**config.mk**
```make
export PLATFORM = sky130hd
export DESIGN_NAME = skew_feeder
export DESIGN_NICKNAME = d
export VERILOG_FILES = /design/src/rtl/systolic_pkg.sv /design/src/rtl/skew_feeder.sv
export SDC_FILE = /design/constraint.sdc
export NUM_CORES = 1
export LEC_CHECK = 0
export CAP_MARGIN = 20
export CORE_MARGIN = 1.5
export CORE_UTILIZATION = 45
export CTS_CLUSTER_SIZE = 24
export DETAILED_ROUTE_END_ITERATION = 8
export DONT_BUFFER_PORTS = 1
export GPL_TIMING_DRIVEN = 0
export PLACE_DENSITY_LB_ADDON = 0.2
export SYNTH_ARGS = -nofsm -noshare
export SYNTH_HDL_FRONTEND = slang
export SYNTH_SLANG_ARGS = --single-unit
```
**constraint.sdc**
```tcl
create_clock -name clk -period 1.62 [get_ports clk]
set_input_delay 0.081 -clock clk [delete_from_list [all_inputs] [get_ports clk]]
set_output_delay 0.081 -clock clk [all_outputs]
set_load 0.005 [all_outputs]
```
**src/rtl/systolic_pkg.sv**
```systemverilog
// Shared types and widths for the int8 systolic array: feeder FSM states and
// the element width used by both the edge feeders and the MAC PEs.
package systolic_pkg;

  localparam int DATA_W = 8;

  typedef enum logic [1:0] {
    LOAD   = 2'd0,
    STREAM = 2'd1,
    DONE   = 2'd2
  } feeder_state_t;

endpackage

```
**src/rtl/skew_feeder.sv**
```systemverilog
// Edge feeder for the systolic array: captures one K-beat tile of N-lane
// vectors, then replays it with lane i delayed by i cycles and zero-padded.
module skew_feeder
  import systolic_pkg::*;
#(
  parameter int N  = 4,
  parameter int K  = 4,
  parameter int DW = DATA_W
) (
  input  logic            clk,
  input  logic            reset,
  input  logic            in_valid,
  output logic            in_ready,
  input  logic [N*DW-1:0] in_data,
  output logic            out_valid,
  output logic [N*DW-1:0] out_data,
  output logic            done
);

  localparam int CW = (K > 1) ? $clog2(K) : 1;
  localparam int TW = (K + N - 1 > 1) ? $clog2(K + N - 1) : 1;
  localparam logic [CW-1:0] CNT_LAST = CW'(K - 1);
  localparam logic [TW-1:0] T_LAST   = TW'(K + N - 2);

  feeder_state_t   state_q, state_d;
  logic [CW-1:0]   cnt_q, cnt_d;
  logic [TW-1:0]   t_q, t_d;
  logic            wr_en_s;
  logic            streaming_s;
  logic [N*DW-1:0] tile_q [K];

  // FSM state and phase counters
  always_ff @(posedge clk or negedge reset) begin
    if (!reset) begin
      state_q <= LOAD;
      cnt_q   <= '0;
      t_q     <= '0;
    end else begin
      state_q <= state_d;
      cnt_q   <= cnt_d;
      t_q     <= t_d;
    end
  end

  // Next-state and counter update
  always_comb begin
    state_d = state_q;
    cnt_d   = cnt_q;
    t_d     = t_q;
    wr_en_s = 1'b0;
    case (state_q)
      LOAD: begin
        if (in_valid) begin
          wr_en_s = 1'b1;
          if (cnt_q == CNT_LAST) begin
            state_d = STREAM;
            cnt_d   = '0;
            t_d     = '0;
          end else begin
            cnt_d = cnt_q + CW'(1);
          end
        end else begin
          wr_en_s = 1'b0;
        end
      end
      STREAM: begin
        if (t_q == T_LAST) begin
          state_d = DONE;
        end else begin
          t_d = t_q + TW'(1);
        end
      end
      DONE: begin
        state_d = LOAD;
        t_d     = '0;
      end
      default: begin
        state_d = LOAD;
        cnt_d   = '0;
        t_d     = '0;
      end
    endcase
  end

  // Tile buffer; only LOAD handshakes write it, so it is frozen while streaming
  always_ff @(posedge clk or negedge reset) begin
    if (!reset) begin
      for (int k = 0; k < K; k++) begin
        tile_q[k] <= '0;
      end
    end else if (wr_en_s) begin
      tile_q[cnt_q] <= in_data;
    end
  end

  assign streaming_s = (state_q == STREAM);
  assign in_ready    = (state_q == LOAD);
  assign out_valid   = streaming_s;
  assign done        = (state_q == DONE);

  // Lane i shows row t-i of the tile inside its K-step window, zero elsewhere
  for (genvar i = 0; i < N; i++) begin : g_lane
    logic          hit_s;
    logic [CW-1:0] row_s;
    assign hit_s = streaming_s && (int'(t_q) >= i) && (int'(t_q) < i + K);
    assign row_s = CW'(int'(t_q) - i);
    assign out_data[i*DW +: DW] = hit_s ? tile_q[row_s][i*DW +: DW] : {DW{1'b0}};
  end

endmodule

```
## Yosys cells after proc, flatten, opt, wreduce, memory -nomap -nowiden

Index checks and enable logic that the tools add are counted.

- Flip-flop bits (word level): 135
- Logic and storage cells: 84

- Reduce and logical (&&, ||, !) cells: 13
- $add $sub $neg: 5
- Magnitude comparators: 13
- Mux-type cells: 32
- Equality and inequality tests: 8
- Bitwise logic cells: 6

Operator list:

| operator | number |
|---|---|
| $bmux 32 s2 | 4 |
| $bwmux 128 | 1 |
| $mux 32 | 3 |
| $demux 32 s2 | 1 |
| $mux 24 | 2 |
| $mux 8 | 6 |
| $mux 16 | 2 |
| $ge 3x3->1 const B | 5 |
| $not 2->3 | 5 |
| $lt 3x3->1 const B | 4 |
| $mux 2 | 5 |
| $mux 3 | 3 |
| $logic_and 1x1->1 | 8 |
| $pmux 2 s2 | 2 |
| $ge 3x2->1 const B | 2 |
| $pmux 3 s2 | 1 |
| $reduce_and 3->1 | 2 |
| $eq 2x2->1 const B | 2 |
| $ne 2x1->1 const B | 2 |
| $ne 2x2->1 const B | 2 |
| $sub 2x2->2 const B | 2 |
| $add 3x1->3 const B | 1 |
| $eq 3x3->1 const B | 1 |
| $ge 3x1->1 const B | 1 |
| other kinds (9) | 10 |

## Longest topological paths before layout

- Depth after elaboration: 6
- Mapped depth: 6

## Worst setup path before layout

No wires, ideal clock.

- Path type: flip-flop to output port
- Start point: register t_q[1]
- End point: output port out_data[10]
- Setup slack: -0.025 ns
- Required time: 1.539 ns
- Data arrival time: 1.564 ns
- Cell stages (with the launch flop): 7
- Path buffers: 2
- Cells stage by stage: dfrtp_1 > inv_1 > ha_1 > clkbuf_2 > buf_2 > mux4_2 > nor2b_1

- Cells in the longest elaborated chain, start to end: 6
- Elaborated cells on any way between the ends: 10

Ends and longest elaborated chain:

| what | line | text |
|---|---|---|
| start, declared | skew_feeder.sv:27 | `logic [TW-1:0] t_q, t_d;` |
| start signal, assigned | skew_feeder.sv:41 | `t_q <= t_d;` |
| $sub 2x1->2 | skew_feeder.sv:106 | `assign row_s = CW'(int'(t_q) - i);` |
| $not 2->3 (not written as such) | skew_feeder.sv:107 | `assign out_data[i*DW +: DW] = hit_s ? tile_q[row_s][i*DW +: DW] : {DW{1'b0}};` |
| $bmux 32 s2 | skew_feeder.sv:107 |  |
| $mux 16 (not written as such) (2 in a row) | skew_feeder.sv:107 |  |
| $mux 8 (*) | skew_feeder.sv:107 |  |
| end, declared | skew_feeder.sv:16 | `output logic [N*DW-1:0] out_data,` |

Every way passes the cells marked *; elsewhere a longest branch is shown, timed or not. The select of a mux whose other input is x is not followed.

## Final worst setup path

- Start point: register t_q[1]
- End point: output port out_data[30]

- Cells in the longest elaborated chain, start to end: 6
- Elaborated cells on any way between the ends: 10

Ends and longest elaborated chain:

| what | line |
|---|---|
| $sub 2x2->2 | skew_feeder.sv:106 |
| $not 2->3 (not written as such) | skew_feeder.sv:107 |
| $bmux 32 s2 | skew_feeder.sv:107 |
| $mux 32 (not written as such) (2 in a row) | skew_feeder.sv:107 |
| $mux 8 (*) | skew_feeder.sv:107 |

Marks and branches as above.

==> reports/summary.txt <==
Outcome -> finished with violations
Failing checks -> negative hold slack, negative setup slack
Flop pwr share -> 36.3%
Clock tree root driver cell -> clkbuf_16
Mapped Area -> 6240 um2
Router iterations before antenna repair -> 4
Achievable frequency -> 485 MHz
Initial antenna violation count -> 0
NetSw -> 4.51 mW
TritonCTS Buffers -> 17
RD Place Congestion -> 0.751
Worst path max stage delay -> 0.41 ns
Diode count -> 0
Io pins -> 70
H-tree Lvls -> 4
CTS sink cnt -> 135
Vias in the first global route -> 4078
Pwr Total -> 15.8 mW
Final wirelength -> 13.8 mm
Slowest cell on crit path -> dfrtp_1
Fin area -> 7980 um2
Routed vias/inst -> 5.55
Final Critical Period -> 2.06 ns
Hpwl dp -> 8.22 mm
Final period utilization -> 127%
Overflow after GRT -> 0
Post-synth net total -> 447
Initial drt markers -> 193
Comb power frac -> 39.9%
CTS Buffer Depth -> 2
WL per Instance -> 20.9 um
Starting Density -> 46.6%
Power Dens Cells -> 1980 nW/um2
Post-Synthesis Cells -> 402
Pins Over Slew Limit -> 0
CP Capture Type -> output pin
Hold WC Path Type -> in2async
Number of synthesized register bits -> 135
Worst endpoint required time -> 1.54 ns
Die area -> 14600 um2
Post-synthesis cell type count -> 29
Worst Path Class, Setup -> reg2out
Maxcap violations -> 0
Seq/Total Area, Yosys -> 54.1%
Synth warnings -> 0
Global Route Usage Sum -> 20.9%
Die Wd -> 121 um
Site Rows -> 42
Unrepaired setup endpoints after global routing -> true
Chip Height -> 121 um
Leak Pwr -> 3.43 nW
Place WS -> -0.379 ns
CP delay by family, top -> compound AO/OA/AOI/OAI gates
Clock power share -> 23.8%
Largest net degree at the start of global routing -> 136
Total Nets Final -> 516
CP startpoint kind -> flip-flop
First-pass GRT wire length -> 22.4 mm
Rel. slew slack -> 54.9%
Worst Path Arrival -> 1.98 ns
Finished Core Util -> 59.6%
Clk slew on worst S/H paths -> 0.06 ns
Area grow syn2layout -> 27.9%
CTS tree -> built
Peak VDD IR -> 0.985 mV
Layout cells sized above 1 -> 57.1%
Buf+Inv Stages, Crit Path -> 2
Core Area -> 13400 um2
Post-route DRC -> 0
Syn Area/Cell -> 15.5 um2
Max FO, Critical Path -> 8
Worst path cell trace -> buf_6 > buf_6 > ha_4 > ha_4 > a211o_1 > o311ai_4 > nor2b_1
Least-Margin Pin Slew -> 0.675 ns
DR vias -> 3660
Sw Ratio -> 28.6%
Setup Skew -> 0.00763 ns
Count of hold buffers inserted by post-cts repair -> 32
Post-DRT Antenna Nets -> 0
Final-report setup violation count -> 32
Clk_lat worst skew -> 0.42 ns
Fin. Hold Viols -> 135
Post-DP Area -> 6460 um2
Post-route setup slack -> -0.440 ns
Int Power -> 11.3 mW
Worst hold margin -> -0.642 ns
Port Buf Inserts -> 0
-- cell usage after synthesis --
master      n  area [um2]
ha_1       10         125
o21ai_0     4        20.0
nand3b_1    2        15.0
dfrtp_1   135        3380
clkbuf_2    1        5.00
nand2b_1    1        6.26
inv_1       8        30.0
a21boi_1    1        7.51
o22ai_1     3        18.8
clkbuf_1    3        11.3
a21oi_1     3        15.0
buf_2      17        85.1
nor3_1      1        5.00
o311ai_2    1        16.3
a31oi_1     2        12.5
or4_1       1        7.51
buf_6       3        33.8
and3_1     16         100
o21a_1      1        7.51
nor2b_1    16         100
nand3_1     6        30.0
a22o_1      1        8.76
nand2_1     2        7.51
a21o_1      1        7.51
buf_4       1        7.51
mux2_2    128        1440
mux4_2     32         721
a211o_1     1        8.76
xor2_1      1        8.76
-- per-stage QoR --
step | instances | TNS, ns | hold WS, ns
6_report | 659 | -11.80 | -0.642
5_1_grt | 659 | -13.34 | -0.658
4_1_cts | 659 | -11.82 | -0.657
3_5_place_dp | 578 | -46.19 | -0.207
3_3_place_gp | 578 | -43.33 | -0.207
2_1_floorplan | 402 | 0 | -0.215
-- placed cells by master, fill, tap and decap left out, drive strengths merged --
cell type / instances
mux4: 32
mux2: 128
nand2: 2
a21o: 1
ha: 10
nor2b: 16
clkinv: 4
o22ai: 3
o21ai: 4
xor2: 1
dlygate4sd3: 32
clkbuf: 27
buf: 39
a21boi: 1
a31oi: 2
a21oi: 3
and3: 16
o21a: 1
nand3: 6
nor3: 1
or4: 1
nand2b: 1
inv: 9
bufinv: 2
a211o: 1
clkinvlp: 1
o311ai: 1
nand3b: 2
a22o: 1
dfrtp: 135
-- sequential cells by signal, indices dropped and copies added (netlist names) --
register	cells
cnt_q	2
tile_q	128
state_q	2
t_q	3
-- metal layers --
layer  wire [um]  GRT usage [%]
met2        6870           34.1
met3         644           5.52
met1        6050           26.8
met4         187           7.57
met5           0              0
-- what timing repair did --
item                                    CTS  global route
gates resized for setup                 102            15
pin swaps                                11             2
cloned                                    1             0
hold endpoints to repair                263           135
endpoints found under the setup margin  163           139
setup buffers                            17             1
-- cell type report --
class | count | area [um2]
Inverter | 8 | 30.0
Fill cell | 1034 | 5420
Clock inverter | 8 | 96.3
Timing Repair Buffer | 51 | 538
Multi-Input combinational cell | 234 | 2940
Tap cell | 176 | 220
Clock buffer | 23 | 478
Sequential cell | 135 | 3380
Buffer | 24 | 299
-- cell families (layout without fill, tap and decap cells) --
family	after synthesis	in the layout	share of synthesized area (%)
AOI/OAI and AO/OA	18	18	1.96
xor gates and xnor gates	1	1	0.140
adders and majority gates	10	10	2.00
buffers and inverters	33	114	2.77
DFF	135	135	54.1
muxes	160	160	34.6
and+or+nand+nor	45	45	4.35
-- worst paths after layout --
path                                          endpoint  slack, ns  depth (start not counted)              startpoint
worst min-delay path            tile_q[63]$_DFFE_PN0P_      -0.64                          0                   reset
worst max-delay path                      out_data[30]      -0.44                          7      t_q[1]$_DFFE_PN0P_
worst max register to register  tile_q[29]$_DFFE_PN0P_       0.06                          6  state_q[0]$_DFFE_PN0P_
min in group clk                  cnt_q[0]$_DFFE_PN0P_       0.09                          3                in_valid
worst min register to register  tile_q[38]$_DFFE_PN0P_       0.50                          1  tile_q[38]$_DFFE_PN0P_
max in group asynchronous       tile_q[92]$_DFFE_PN0P_       2.03                          0                   reset
-- power by group through the flow --
stage	sequential (mW)	clock [mW]	combinational, mW
global route	5.93	3.98	6.76
floorplan	5.50	0	4.09
finish	5.72	3.75	6.30
global placement	5.67	0	4.83
detailed placement	5.76	0	4.94
CTS	5.72	3.83	6.25
(Power assumes the default switching activity.)
